==> src/rtl/mac_pkg.sv <==
// mac_pkg: shared constants, operand type and feeder state encoding for the MAC-neuron feeder.
package mac_pkg;
  localparam int N_TAPS = 3;
  localparam int DATA_W = 8;
  localparam int ACC_W = 16;
  typedef logic signed [DATA_W-1:0] operand_t;
  typedef enum logic [2:0] {IDLE, START, WAIT_CLR, FEED, WAIT_DONE, RESP} state_t;
endpackage

==> src/rtl/mac_operand_rf.sv <==
// mac_operand_rf: activation and weight register files, one write port, one tap-indexed read port.
module mac_operand_rf #(
  parameter int N_TAPS = mac_pkg::N_TAPS,
  parameter int DATA_W = mac_pkg::DATA_W
) (
  input  logic                        clk,
  input  logic                        rst,
  input  logic                        we,
  input  logic                        is_w,
  input  logic [$clog2(N_TAPS)-1:0]   addr,
  input  logic signed [DATA_W-1:0]    data,
  input  logic [$clog2(N_TAPS)-1:0]   k,
  output logic signed [DATA_W-1:0]    x,
  output logic signed [DATA_W-1:0]    w
);
  logic signed [DATA_W-1:0] act [N_TAPS];
  logic signed [DATA_W-1:0] wgt [N_TAPS];
  always_ff @(posedge clk) begin
    if (rst) begin
      for (int i = 0; i < N_TAPS; i++) begin
        act[i] <= '0;
        wgt[i] <= '0;
      end
    end else if (we) begin
      if (is_w) wgt[addr] <= data;
      else act[addr] <= data;
    end
  end
  assign x = act[k];
  assign w = wgt[k];
endmodule

==> src/rtl/mac_neuron_feeder.sv <==
// mac_neuron_feeder: loads operands, starts the neuron, streams taps aligned to its MAC cycles, returns the result.
module mac_neuron_feeder #(
  parameter int N_TAPS = mac_pkg::N_TAPS,
  parameter int DATA_W = mac_pkg::DATA_W,
  parameter int ACC_W = mac_pkg::ACC_W,
  parameter int DONE_TIMEOUT = 4
) (
  input  logic                        clk,
  input  logic                        rst,
  input  logic                        ld_valid,
  output logic                        ld_ready,
  input  logic                        ld_is_w,
  input  logic [$clog2(N_TAPS)-1:0]   ld_addr,
  input  logic signed [DATA_W-1:0]    ld_data,
  input  logic                        cmd_valid,
  output logic                        cmd_ready,
  output logic                        n_start,
  output logic signed [DATA_W-1:0]    n_x,
  output logic signed [DATA_W-1:0]    n_w,
  input  logic                        n_done,
  input  logic signed [ACC_W-1:0]     n_acc,
  input  logic signed [ACC_W-1:0]     n_relu,
  output logic                        res_valid,
  input  logic                        res_ready,
  output logic signed [ACC_W-1:0]     res_acc,
  output logic signed [ACC_W-1:0]     res_relu,
  output logic                        res_err,
  output logic                        busy
);
  import mac_pkg::*;
  localparam int AW = $clog2(N_TAPS);
  localparam int TW = $clog2(DONE_TIMEOUT + 1);
  state_t state;
  logic [AW-1:0] k;
  logic [TW-1:0] tm;
  logic signed [DATA_W-1:0] rx, rw;
  logic we;
  // out-of-range addresses still handshake but never reach the register file
  assign we = ld_valid && state == IDLE && 32'(ld_addr) < N_TAPS;
  mac_operand_rf #(.N_TAPS(N_TAPS), .DATA_W(DATA_W)) u_rf (
    .clk(clk), .rst(rst), .we(we), .is_w(ld_is_w), .addr(ld_addr), .data(ld_data),
    .k(k), .x(rx), .w(rw)
  );
  assign ld_ready = state == IDLE;
  assign cmd_ready = state == IDLE && !ld_valid;
  assign n_start = state == START;
  assign n_x = state == FEED ? rx : '0;
  assign n_w = state == FEED ? rw : '0;
  assign res_valid = state == RESP;
  assign busy = state != IDLE;
  always_ff @(posedge clk) begin
    if (rst) begin
      state <= IDLE;
      k <= '0;
      tm <= '0;
      res_acc <= '0;
      res_relu <= '0;
      res_err <= 1'b0;
    end else begin
      case (state)
        IDLE: if (cmd_valid && cmd_ready) state <= START;
        START: state <= WAIT_CLR;
        WAIT_CLR: begin
          state <= FEED;
          k <= '0;
        end
        FEED: begin
          k <= k + 1'b1;
          if (k == AW'(N_TAPS - 1)) begin
            state <= WAIT_DONE;
            k <= '0;
            tm <= '0;
          end
        end
        WAIT_DONE: begin
          if (n_done) begin
            res_acc <= n_acc;
            res_relu <= n_relu;
            res_err <= 1'b0;
            state <= RESP;
          end else if (tm == TW'(DONE_TIMEOUT - 1)) begin
            res_acc <= '0;
            res_relu <= '0;
            res_err <= 1'b1;
            state <= RESP;
          end else tm <= tm + 1'b1;
        end
        RESP: if (res_ready) state <= IDLE;
        default: state <= IDLE;
      endcase
    end
  end
endmodule

==> config.mk <==
export PLATFORM = sky130hd
export DESIGN_NAME = mac_neuron_feeder
export DESIGN_NICKNAME = d
export VERILOG_FILES = /design/src/rtl/mac_pkg.sv /design/src/rtl/mac_operand_rf.sv /design/src/rtl/mac_neuron_feeder.sv
export SDC_FILE = /design/constraint.sdc
export NUM_CORES = 1
export LEC_CHECK = 0
export BUFFER_PORTS_ARGS = -buffer_cell sky130_fd_sc_hd__buf_4
export CAP_MARGIN = 15
export CORE_ASPECT_RATIO = 0.8
export CORE_MARGIN = 1.5
export CORE_UTILIZATION = 45
export CTS_BUF_LIST = sky130_fd_sc_hd__clkbuf_8 sky130_fd_sc_hd__clkbuf_16
export CTS_CLUSTER_SIZE = 30
export DETAILED_ROUTE_END_ITERATION = 8
export PLACE_DENSITY = 0.68
export SETUP_SLACK_MARGIN = 0.5
export SYNTH_ARGS = -nofsm -noshare
export SYNTH_HDL_FRONTEND = slang
export SYNTH_HIERARCHICAL = 1
export SYNTH_SLANG_ARGS = --single-unit
==> constraint.sdc <==
create_clock -name clk -period 4.75 [get_ports clk]
set_input_delay 0.7125 -clock clk [delete_from_list [all_inputs] [get_ports clk]]
set_output_delay 0.7125 -clock clk [all_outputs]
set_load 0.01 [all_outputs]
==> results_dict.tcl, run 1 <==
set metrics [dict create \
    async_reset_ff_frac 0 \
    vias 3294 \
    synthAdderAreaFrac 0.00538 \
    dp_hpwl_mm 6.72 \
    fmaxAchievable_mhz 342 \
    dr.first_iter.drc_count 245 \
    cp_slowest_cell "and3_1" \
    start_kind "register" \
    cts_hold_buffers 0 \
    critical_path_required_ps 4790 \
    met1Wirelength_mm 4.55 \
    ant_nets 0 \
    diodes 0 \
    pre_cts_ws_ps 1650 \
    first_pass_iters 5 \
    period_minus_slack_ps 2930 \
    path_class "reg -> reg" \
    clk_root_buffer_cell "clkbuf_16" \
    drc 0 \
    synthesis.area_sq_um 4650 \
    fin_ws_ps 1820 \
    grt_setup_unrepaired "false" \
    ys_ff_latch 105 \
    grt_overflow 0 \
    status "complete, no violations" \
    grt_pass1_vias 3158 \
    maxSlewHeadroom 0.365 \
    antenna_found_initial 0 \
    die_y_microns 94.0 \
    wl_met3_microns 658 \
    synth_cell_type_count 43 \
    portBuffers 102 \
    cts.path.max_buffers 2 \
    route.final.wire_length_mm 10.2 \
    row_count 32 \
    peakVddDrop_mv 0.172 \
    die_w_microns 117 \
    cp.arrival_ps 2970 \
    synth-edff-count 64 \
    grt_max_degree 67 \
    cap_violations 0 \
    synth-xor-area-share 0 \
    wl_per_cell_microns 16.4 \
    grt_pass1_wl_mm 16.1 \
    core_area_sq_um 9850 \
    hold_class "reg -> reg" \
    final_common_cell "buf_4" \
    worst_clock_skew_ps 9.66 \
    synth-seq-area-share 0.589 \
    final_cell_mix "104 x buf_4, 64 x edfxtp_1, 57 x nor2_1" \
    synth_top_family_by_area "simple AND/OR/NAND/NOR gates" \
    clock-sinks 105 \
    syn_nets 448 \
    cp_max_fo 19 \
    cp_cell_sequence "nor3_1, and3_1, nand3_1, nor3b_1, clkbuf_2" \
    synth_compound_area_frac 0.0965 \
    place.gp.congestion 0.735 \
    top_layer "met4" \
    clk_pin_slew_ps 70 \
    synth.area.mux_share 0.0844 \
    start_util 0.473 \
    critPathCaptureType "register" \
    power_density_nw_per_um2 324 \
    die_area_sq_um 11000 \
    synth-simple-area-share 0.172 \
    setup_viol 0 \
    synthCells 397 \
    hold_violations 0 \
    post_cts_resized 0 \
    track_usage 0.194 \
    nets 532 \
    drive_above_1_share 0.290 \
    htreeDepth 3 \
    timing.final.crit_share 0.616 \
    clock_latency_ps 340 \
    yosys_warnings 6 \
    wl_met2_mm 4.90 \
    numCtsBuffers 9 \
    io_pins 103 \
    synth-main-ff-cell "edfxtp_1" \
    worst_path_largest_cell_delay_ps 730 \
    n_fill_cell 866 \
    avgSynthCellArea_sq_um 11.7 \
    cts_tree "done" \
    vias_per_cell 5.30 \
    fin_setup_tns_ps 0 \
    slew_violations 0 \
    cts_setup_buffers 0 \
    syn_to_final_growth_pct 22.7 \
    tightest_slew_ps 950 \
    leakagePower_nw 2.11 \
]
through the flow:
step | instance area (sq um) | utilization | std cells | total power [mW] | hold WS, ps
floorplan | 4650 | - | 397 | 1.10 | 461
global placement | 5370 | 0.546 | 602 | 1.16 | 448
detailed placement | 5370 | 0.546 | 602 | 1.16 | 462
CTS | 5660 | 0.575 | 618 | 1.86 | 472
global route | 5710 | 0.580 | 622 | 1.91 | 500
finish | 5710 | 0.580 | 622 | 1.85 | 470
power breakdown:
part,total [mW],internal (mW),switching [mW],leakage (nW)
clock network,0.706,0.387,0.319,0.148
logic,0.146,0.0678,0.0781,0.992
registers,0.999,0.987,0.0113,0.972
total,1.85,1.44,0.409,2.11
sequential cells by signal, summed over array words and instances (netlist names):
| register | cells |
|---|---|
| res_err | 1 |
| k | 2 |
| res_relu | 16 |
| u_rf/wgt | 32 |
| state | 3 |
| u_rf/act | 32 |
| res_acc | 16 |
| tm | 3 |
synth_stat cells (2+ instances only):
| cell type | n | area share |
|---|---|---|
| a21oi_1 | 35 | 0.038 |
| and2_1 | 16 | 0.022 |
| buf_2 | 18 | 0.019 |
| buf_6 | 8 | 0.019 |
| clkbuf_1 | 7 | 0.0056 |
| dfxtp_1 | 41 | 0.18 |
| edfxtp_1 | 64 | 0.41 |
| ha_1 | 2 | 0.0054 |
| inv_1 | 3 | 0.0024 |
| mux4_1 | 6 | 0.034 |
| mux4_2 | 10 | 0.048 |
| nand2_1 | 37 | 0.030 |
| nand2b_1 | 8 | 0.011 |
| nand3_1 | 2 | 0.0022 |
| nand4b_1 | 8 | 0.015 |
| nand4bb_1 | 8 | 0.019 |
| nor2_1 | 58 | 0.047 |
| nor3_1 | 3 | 0.0032 |
| nor3b_1 | 2 | 0.0032 |
| o21ai_0 | 2 | 0.0022 |
| o21ai_1 | 28 | 0.030 |
| o21ai_2 | 2 | 0.0038 |
| o21bai_1 | 6 | 0.0097 |
| o22ai_1 | 2 | 0.0027 |
| or2_2 | 3 | 0.0040 |
area by class of cell:
class | instances | area, sq um | share of cell area
Clock inverter | 6 | 36.3 | 0.00636
Tap cell | 136 | 170 | 0.0298
Clock buffer | 10 | 250 | 0.0438
Inverter | 3 | 11.3 | 0.00197
Timing Repair Buffer | 108 | 830 | 0.145
Multi-Input combinational cell | 254 | 1670 | 0.292
Sequential cell | 105 | 2740 | 0.480
worst max-delay path: cells and delay by family (launching register included):
kind	cells	cell delay (ps)
AND/OR/NAND/NOR	4	1920
flip-flops	1	410
buffers and inverters	1	280
per-layer routing:
layer | vias to the layer above | track usage
li1 | 1603 | -
met1 | 1577 | 0.265
met2 | 105 | 0.313
met3 | 9 | 0.0400
met4 | 0 | 0.0592
met5 | - | 0
final timing paths:
kind,from,cells past startpoint,endpoint,slack (ps)
max,state[1],5,u_rf/wgt[3][6],1820
min,res_relu[5],2,res_relu[5],470
max reg2reg,state[1],5,u_rf/wgt[3][6],1820
min reg2reg,res_relu[5],2,res_relu[5],470
kinds of logic (layout without fill, tap and decap cells):
family,Yosys count,after routing
AO/OA/AOI/OAI,81,81
adder cells (fa/ha/maj),2,2
buffers and inverters,38,127
flip-flops,105,105
multiplexers,17,17
AND/OR/NAND/NOR,154,154
(Power assumes the default switching activity.)
==> run 2, diff against run 1 <==
clock period = 2.7 ns   (was 4.75 ns; I/O delays follow)
==> run 2 against run 1 <==
  * Die area stayed put
  * Via count rose by 4.5%
  * Count of clock-buffer cells in the layout down 1
  * Register-to-register slack worse by 1100 ps
  * Worst hold slack worse by 200 ps
  * Core utilization grew 1.4 points
  * Non-clock buffer count is 15 higher
  * First-iteration DRC count rose by 13%
  * Final area increased by 2.4%
  * Cell count up 2.4%
  * Total power increased by 73%
  * Setup slack worse by 1300 ps
  * Critical endpoint is now n_x[7]
==> results_dict.tcl, run 2 (synthesis results as in run 1) <==
set metrics [dict create \
    status "complete, no violations" \
    die_w_microns 117 \
    die_area_sq_um 11000 \
    wl_per_cell_microns 17.8 \
    dr.first_iter.drc_count 278 \
    fin_setup_tns_ps 0 \
    portBuffers 102 \
    leakagePower_nw 2.20 \
    grt_pass1_wl_mm 17.1 \
    ant_nets 0 \
    final_common_cell "buf_4" \
    row_count 32 \
    stdcell_area_sq_um 5850 \
    start_kind "register" \
    grt_setup_unrepaired "true" \
    clock_latency_ps 350 \
    die_y_microns 94.0 \
    critical_path_required_ps 2300 \
    setup_viol 0 \
    n_fill_cell 825 \
    grt_overflow 0 \
    final_cell_mix "121 x buf_4, 64 x edfxtp_1, 57 x nor2_1" \
    min_to "u_rf/wgt[3][2]" \
    post-place-cells 614 \
    maxSlewHeadroom 0.541 \
    p_int_mw 2.49 \
    drc 0 \
    cp_max_fo 7 \
    pre_cts_ws_ps 507 \
    cts_hold_buffers 0 \
    clock-sinks 105 \
    clk_root_buffer_cell "clkbuf_16" \
    hold_violations 0 \
    grt_max_degree 67 \
    p_seq_frac 0.548 \
    placed_cell_area_sq_um 5500 \
    tightest_slew_ps 689 \
    r2r_end "u_rf/wgt[1][7]" \
    clk_pin_slew_ps 70 \
    htreeDepth 3 \
    worst_path_largest_cell_delay_ps 540 \
    vias_per_cell 5.41 \
    path_buf_inv 2 \
    io_pins 103 \
    p_clk_frac 0.362 \
    regToRegSetupSlack_ps 680 \
    fin_ws_ps 515 \
    cts_tree "done" \
    p_sw_frac 0.225 \
    first_pass_iters 5 \
    power_density_nw_per_um2 549 \
    syn_to_final_growth_pct 25.6 \
    place.gp.congestion 0.805 \
    cap_violations 0 \
    slew_violations 0 \
    core_area_sq_um 9850 \
    route.final.wire_length_mm 11.3 \
    top_regs "u_rf/act x32, u_rf/wgt x32" \
    finalNonFillerCells 637 \
    nets 547 \
    grt_pass1_vias 3270 \
    worstHoldPathCells 1 \
    track_usage 0.210 \
    worstRegToRegCells 6 \
    p_sw_mw 0.722 \
    cp.arrival_ps 1780 \
    diodes 0 \
    post-route-util 0.593 \
    cts.path.max_buffers 2 \
    start_util 0.473 \
    power_frac_comb 0.090 \
    timing.final.crit_share 0.809 \
    cp_cell_sequence "buf_12, mux4_1, and2_1, buf_4" \
    critPathTopFamily "multiplexers" \
    numCtsBuffers 9 \
    hp-start "ld_data[2]" \
    fmaxAchievable_mhz 458 \
    period_minus_slack_ps 2190 \
    hold_class "in -> reg" \
    dp_hpwl_mm 7.50 \
    peakVddDrop_mv 0.352 \
    critPathCaptureType "output pin" \
    path_class "reg -> out" \
    worst_clock_skew_ps 5.89 \
    vias 3443 \
    antenna_found_initial 0 \
    r2r-start "state[2]" \
    cp_slowest_cell "mux4_1" \
    drive_above_1_share 0.321 \
]
run 2: changes by cell type in the layout (fill, tap and decap cells not counted), moves of 2 or more:
cell     delta
buf_4      +17
dfxtp_1     -3
inv_1       +3
dfxtp_2     +2
inv_4       -2
nor3_1      -2
run 2: final cells by class:
class / instances / area [sq um] / area share
Sequential cell: 105 / 2750 / 0.470
Multi-Input combinational cell: 254 / 1700 / 0.291
Timing Repair Buffer: 123 / 953 / 0.163
Clock buffer: 9 / 225 / 0.0385
Tap cell: 136 / 170 / 0.0291
Clock inverter: 7 / 35.0 / 0.00599
Inverter: 3 / 11.3 / 0.00193
run 2: per-layer routing:
layer	wire length, microns	share of wire	global-route usage
met5	0	0	0
met4	201	0.018	0.0763
met3	625	0.055	0.0419
met2	5440	0.48	0.335
met1	5070	0.45	0.287
run 2: worst max path at each step:
stage | from | to | depth (start not counted)
4_1_cts | k[0] | n_w[7] | 4
3_3_place_gp | state[1] | u_rf/wgt[3][2] | 4
5_1_grt | k[0] | n_w[7] | 4
3_5_place_dp | state[1] | u_rf/wgt[3][2] | 4
6_report | k[0] | n_x[7] | 4
2_1_floorplan | state[1] | u_rf/wgt[1][0] | 7
run 2: what timing repair did:
| item | 4_1_cts | 5_1_grt |
|---|---|---|
| pin swaps | 1 | 2 |
| gates cloned | 0 | 1 |
| setup endpoints to repair | 24 | 60 |
| setup buffers | 0 | 6 |
| gates resized for setup | 2 | 4 |
run 2: power groups by stage:
stage | registers, mW | logic (mW) | clock network [mW]
CTS | 1.76 | 0.280 | 1.18
floorplan | 1.78 | 0.163 | 0
global placement | 1.79 | 0.274 | 0
detailed placement | 1.79 | 0.278 | 0
global route | 1.76 | 0.309 | 1.23
finish | 1.76 | 0.288 | 1.16
run 2: metrics by stage:
step / power [mW] / hold WS [ps]
detailed placement: 2.07 / 461
global route: 3.31 / 263
CTS: 3.22 / 260
finish: 3.21 / 267
floorplan: 1.94 / 461
global placement: 2.06 / 450
run 2: worst register-to-register path, cell delays in order (launching register included):
cell and delay, ps:
dfxtp_1 430, nor3_2 280, and3_2 330, buf_4 220, nand2_1 110, o21bai_1 130, buf_4 210
